<file path="config.mk">
export PLATFORM = sky130hd
export DESIGN_NAME = credit_sender
export DESIGN_NICKNAME = d
export VERILOG_FILES = /design/src/rtl/credit_sender_pkg.sv /design/src/rtl/credit_counter.sv /design/src/rtl/credit_sender.sv
export SDC_FILE = /design/constraint.sdc
export NUM_CORES = 1
export LEC_CHECK = 0
export CORE_MARGIN = 2
export CORE_UTILIZATION = 42
export CTS_CLUSTER_SIZE = 16
export DETAILED_ROUTE_END_ITERATION = 7
export GPL_ROUTABILITY_DRIVEN = 0
export PLACE_DENSITY = 0.77
export SETUP_SLACK_MARGIN = 0.02
export SLEW_MARGIN = 5
export SYNTH_ARGS = -nofsm -noshare
export SYNTH_HDL_FRONTEND = slang
export SYNTH_SLANG_ARGS = --single-unit
</file>
<file path="constraint.sdc">
create_clock -name clk_i -period 2.4 [get_ports clk_i]
set_input_delay 0.72 -clock clk_i [delete_from_list [all_inputs] [get_ports clk_i]]
set_output_delay 0.72 -clock clk_i [all_outputs]
set_load 0.005 [all_outputs]
</file>
<file path="src/rtl/credit_sender_pkg.sv">
// rtl/credit_sender_pkg.sv - shared state encoding and sizing helper for credit_sender
package credit_sender_pkg;

    typedef enum logic [1:0] {
        FULL_CREDIT = 2'd0,
        ACTIVE      = 2'd1,
        STALLED     = 2'd2
    } cs_state_e;

    function automatic int cs_cnt_width(input int credits);
        return $clog2(credits + 1);
    endfunction

endpackage

</file>
<file path="src/rtl/credit_counter.sv">
// rtl/credit_counter.sv - up/down credit counter saturating at CREDITS, load restores CREDITS
module credit_counter
    import credit_sender_pkg::*;
#(
    parameter int CREDITS   = 8,
    parameter int CNT_WIDTH = cs_cnt_width(CREDITS)
) (
    input  logic                 clk_i,
    input  logic                 rst_i,
    input  logic                 load_i,
    input  logic                 inc_i,
    input  logic                 dec_i,
    output logic [CNT_WIDTH-1:0] count_o,
    output logic                 zero_o,
    output logic                 max_o,
    output logic                 overflow_o
);

    localparam logic [CNT_WIDTH-1:0] MAX_CNT = CNT_WIDTH'(CREDITS);
    localparam logic [CNT_WIDTH-1:0] ONE     = CNT_WIDTH'(1);

    logic [CNT_WIDTH-1:0] count_d, count_q;

    assign zero_o  = (count_q == '0);
    assign max_o   = (count_q == MAX_CNT);
    assign count_o = count_q;

    always_comb begin
        count_d    = count_q;
        overflow_o = 1'b0;
        if (load_i) begin
            count_d = MAX_CNT;
        end else if (inc_i && !dec_i) begin
            // A return with every credit already home is dropped, not wrapped.
            if (max_o) overflow_o = 1'b1;
            else       count_d    = count_q + ONE;
        end else if (dec_i && !inc_i && !zero_o) begin
            count_d = count_q - ONE;
        end
    end

    always_ff @(posedge clk_i or posedge rst_i) begin
        if (rst_i) count_q <= MAX_CNT;
        else       count_q <= count_d;
    end

endmodule

</file>
<file path="src/rtl/credit_sender.sv">
// rtl/credit_sender.sv - credit-based push sender into a remote FIFO; CREDIT_SENDER_ERR_CHECK_EN enables overflow flag and checks
module credit_sender
    import credit_sender_pkg::*;
#(
    parameter  int DATA_WIDTH = 32,
    parameter  int CREDITS    = 8,
    localparam int CNT_WIDTH  = cs_cnt_width(CREDITS)
) (
    input  logic                  clk_i,
    input  logic                  rst_i,
    input  logic                  flush_i,
    input  logic                  valid_i,
    output logic                  ready_o,
    input  logic [DATA_WIDTH-1:0] data_i,
    output logic                  valid_o,
    output logic [DATA_WIDTH-1:0] data_o,
    input  logic                  credit_i,
    output logic [CNT_WIDTH-1:0]  credits_o,
    output logic                  idle_o,
    output logic                  error_o
);

    cs_state_e             state_d, state_q;
    logic                  valid_d, valid_q;
    logic [DATA_WIDTH-1:0] data_d, data_q;
    logic                  send;
    logic                  cnt_zero, cnt_max, overflow;
    logic [CNT_WIDTH-1:0]  count;

    credit_counter #(
        .CREDITS   (CREDITS),
        .CNT_WIDTH (CNT_WIDTH)
    ) u_counter (
        .clk_i      (clk_i),
        .rst_i      (rst_i),
        .load_i     (flush_i),
        .inc_i      (credit_i),
        .dec_i      (send),
        .count_o    (count),
        .zero_o     (cnt_zero),
        .max_o      (cnt_max),
        .overflow_o (overflow)
    );

    // Ready never looks at valid_i, so the producer sees no combinational loop.
    assign ready_o   = !rst_i && !cnt_zero && !flush_i;
    assign send      = valid_i && ready_o;
    assign credits_o = count;
    assign valid_o   = valid_q;
    assign data_o    = data_q;
    assign idle_o    = (state_q == FULL_CREDIT) && !valid_q;

    always_comb begin
        valid_d = send;
        data_d  = send ? data_i : data_q;
    end

    always_comb begin
        state_d = state_q;
        if (flush_i) begin
            state_d = FULL_CREDIT;
        end else begin
            case (state_q)
                FULL_CREDIT: if (send && !credit_i)
                    state_d = (CREDITS == 1) ? STALLED : ACTIVE;
                ACTIVE: begin
                    if (send && !credit_i && count == CNT_WIDTH'(1))
                        state_d = STALLED;
                    else if (credit_i && !send && count == CNT_WIDTH'(CREDITS - 1))
                        state_d = FULL_CREDIT;
                end
                STALLED: if (credit_i)
                    state_d = (CREDITS == 1) ? FULL_CREDIT : ACTIVE;
                default: state_d = FULL_CREDIT;
            endcase
        end
    end

    always_ff @(posedge clk_i or posedge rst_i) begin
        if (rst_i) begin
            state_q <= FULL_CREDIT;
            valid_q <= 1'b0;
            data_q  <= '0;
        end else begin
            state_q <= state_d;
            valid_q <= valid_d;
            data_q  <= data_d;
        end
    end

`ifdef CREDIT_SENDER_ERR_CHECK_EN
    logic error_d, error_q;

    always_comb begin
        error_d = flush_i ? 1'b0 : (error_q || overflow);
    end

    always_ff @(posedge clk_i or posedge rst_i) begin
        if (rst_i) error_q <= 1'b0;
        else       error_q <= error_d;
    end

    assign error_o = error_q;

    a_no_overflow: assert property (@(posedge clk_i) disable iff (rst_i)
        !(credit_i && cnt_max && !send && !flush_i))
        else $warning("credit_sender: credit returned with all credits home");

    a_data_stable: assert property (@(posedge clk_i) disable iff (rst_i)
        (valid_i && !ready_o) |=> (!valid_i || $stable(data_i)))
        else $error("credit_sender: data_i changed while stalled");

    a_credits_nonzero: assert property (@(posedge clk_i) CREDITS >= 1)
        else $error("credit_sender: CREDITS must be at least 1");
`else
    logic unused_overflow;
    assign unused_overflow = overflow;
    assign error_o         = 1'b0;
`endif

endmodule
</file>
==> impl_metrics.toml <==
[run_status]
status = "finished, final reports clean"

[cells_and_area]
final_cell_mix = "99 x nand2_1, 74 x clkdlybuf4s50_1, 38 x dfrtp_1, 13 x buf_4"
design_area_um2 = 2820
syn_to_final_growth_pct = 54.3
nets = 326
fillers = 332
insertedDiodeCount = 0
layout.cells.non_filler = 337
seq_area_um2 = 977
layout_commonest_cell = "nand2_1"
final_util_pct = 69.0
final_layout_size_suffix_gt1_share_pct = 12.9
multi_input_area_um2 = 774

[synth]
ys_warn_count = 0
synth_edf_count = 0
ys.flop_type = "dfrtp_1"
synth_nets = 240
synthCells = 200
yosysSeqAreaShare_pct = 53.5
synth.avg_cell_area_um2 = 9.14
async_reset_ff_share_pct = 100
synth.distinct_cells = 39
ys_ff_latch = 39
synth_area_um2 = 1830

[placed_design]
dpl.hpwl_mm = 3.18
dp_cells = 329
place_area_um2 = 2720
port_buffers = 75

[sta]
holdWs_ns = 0.474
hold_viol_final = 0
layout_min_cycle_time_ns = 2.28
drv_slew = 0
setup_viol = 0
rsz0062_at_grt = "no"
clock_skew_ns = 0.00530
max_freq_ghz = 0.439
post-route-period-util_pct = 95.0

[power]
leakage_uw = 0.00134
power-per-cell-area_nw_per_um2 = 746
ir_drop_v = 0.000565

[global_routing]
use_met1_pct = 23.5
grt_usage_pct = 18.5
grt_max_degree = 22
grt_use_met3_pct = 5.19
grt_pass1_vias = 1613
busiest_layer = "met2"
antenna_found_initial = 0
met2_usage_pct = 30.8
overflow = 0
grt_pass1_wl_mm = 7.33

[clock_tree]
h-tree-depth = 2
cts_root_buf = "clkbuf_8"
clock-sinks = 39
cts_buffer_depth = 2
cts.clk_slew.worst_paths_ns = 0.07
clock_latency_ns = 0.28
postCtsHoldBufs = 0
postCtsSetupRepairBufs = 0
numCtsBuffers = 5
ctsResizeCount = 1
cts_tree = "built"

[setup_path]
cp.arrival_ns = 1.56
cp-start-kind = "primary input"
slowest_stage = "clkdlybuf4s50_1"
crit_family = "buffers and inverters"
path_buf_inv = 2
worstSetupPathType = "primary input to output port"
cp.required_ns = 1.68
cp_max_fo = 2
cp-end-kind = "output port"
cp_slowest_stage_delay_ns = 0.42
crit_chain = "clkdlybuf4s50_1 > nor3_1 > dlygate4sd2_1"

[drt]
dr.pass1.iters = 4
wl_mm = 4.22
detail-route-antenna-nets = 0
via_per_inst = 4.71
drc = 0
via_count = 1587
drt-wirelength-per-cell_um = 12.5
drt_iter0_drc = 82

[min_path]
min_path_type = "register to register"

[floorplanning]
dieArea_um2 = 4900
start_util_pct = 44.7
die_w_um = 70.0
die_h_um = 70.0
num_rows = 23
ios = 77
core_um2 = 4090

[job]
maxCapViolations = 0
## through the flow
step                      setup WS [ns]  total power, µW  TNS, ns
after floorplan                   0.500             1200        0
after global placement           -0.165             1620   -0.266
after detailed placement         -0.172             1640   -0.305
after CTS                         0.111             2130        0
after global routing             0.0230             2240        0
final                             0.120             2100        0
## per-layer routing
layer / vias up / share of wire, %
li1: 805 / -
met1: 733 / 46
met2: 45 / 48
met3: 4 / 5.6
met4: 0 / 0.83
met5: - / 0
## cell families (layout without fill, tap and decap cells)
family / count (synthesis) / after routing / synth area share [%]
AND/OR/NAND/NOR: 125 / 125 / 31.2
flip-flops: 39 / 39 / 53.5
buffers and inverters: 15 / 102 / 4.18
AO/OA/AOI/OAI: 12 / 12 / 5.75
multiplexers: 5 / 5 / 3.15
adder cells (fa/ha/maj): 3 / 3 / 2.05
other: 1 / 1 / 0.205
## final timing paths
check | start | endpoint | slack [ns] | depth (start not counted)
min in group asynchronous | rst_i | state_q[1]$_DFFE_PP0P_ | 0.95 | 4
min reg2reg | data_o[12]$_DFFE_PP0P_ | data_o[12]$_DFFE_PP0P_ | 0.47 | 2
max | rst_i | ready_o | 0.12 | 3
max in group asynchronous | rst_i | u_counter.count_o[3]$_DFFE_PP1P_ | 1.16 | 4
max reg2reg | u_counter.count_o[0]$_DFFE_PP0P_ | u_counter.count_o[3]$_DFFE_PP1P_ | 0.60 | 9
min | data_o[12]$_DFFE_PP0P_ | data_o[12]$_DFFE_PP0P_ | 0.47 | 2
## power by group
group	switching [µW]	leakage [µW]	internal, µW
registers	84.9	0.000491	791
logic	291	0.000803	455
clock network	219	0.0000505	261
## worst register-to-register path, cell delays in order, from the launching register on
cell and delay [ns]:
dfrtp_1 0.40, inv_1 0.09, ha_1 0.17, buf_4 0.15, nand2b_4 0.07, o21ai_4 0.12
buf_4 0.23, inv_2 0.10, o22ai_1 0.20, mux2i_1 0.21
## synthesized netlist by cell type, types with 2 or more instances
| cell type | n | area (µm²) |
|---|---|---|
| nand2_1 | 99 | 372 |
| dfrtp_1 | 38 | 951 |
| nor2_1 | 7 | 26.3 |
| buf_2 | 4 | 20.0 |
| nor3_1 | 4 | 20.0 |
| buf_4 | 3 | 22.5 |
| clkbuf_1 | 3 | 11.3 |
| ha_1 | 3 | 37.5 |
| inv_1 | 3 | 11.3 |
| mux2_2 | 2 | 22.5 |
| mux2i_1 | 2 | 20.0 |
| nor2b_1 | 2 | 12.5 |
| nor3b_4 | 2 | 37.5 |
| o22ai_1 | 2 | 12.5 |
| or3_1 | 2 | 12.5 |
## registers in the layout (all words and copies together) (netlist names)
name,flops
data_o,32
state_q,2
valid_o,1
u_counter.count_o,4
## area by class of cell
cell class              count  share of cell area, %
well taps                  50                   2.22
clock buffers               7                   3.42
clock inverters             1                  0.266
repair buffers             90                   31.5
multi-input cells         146                   27.5
inverters                   4                  0.532
flip-flops and latches     39                   34.6
No activity file was read; power rests on OpenSTA's default activity.
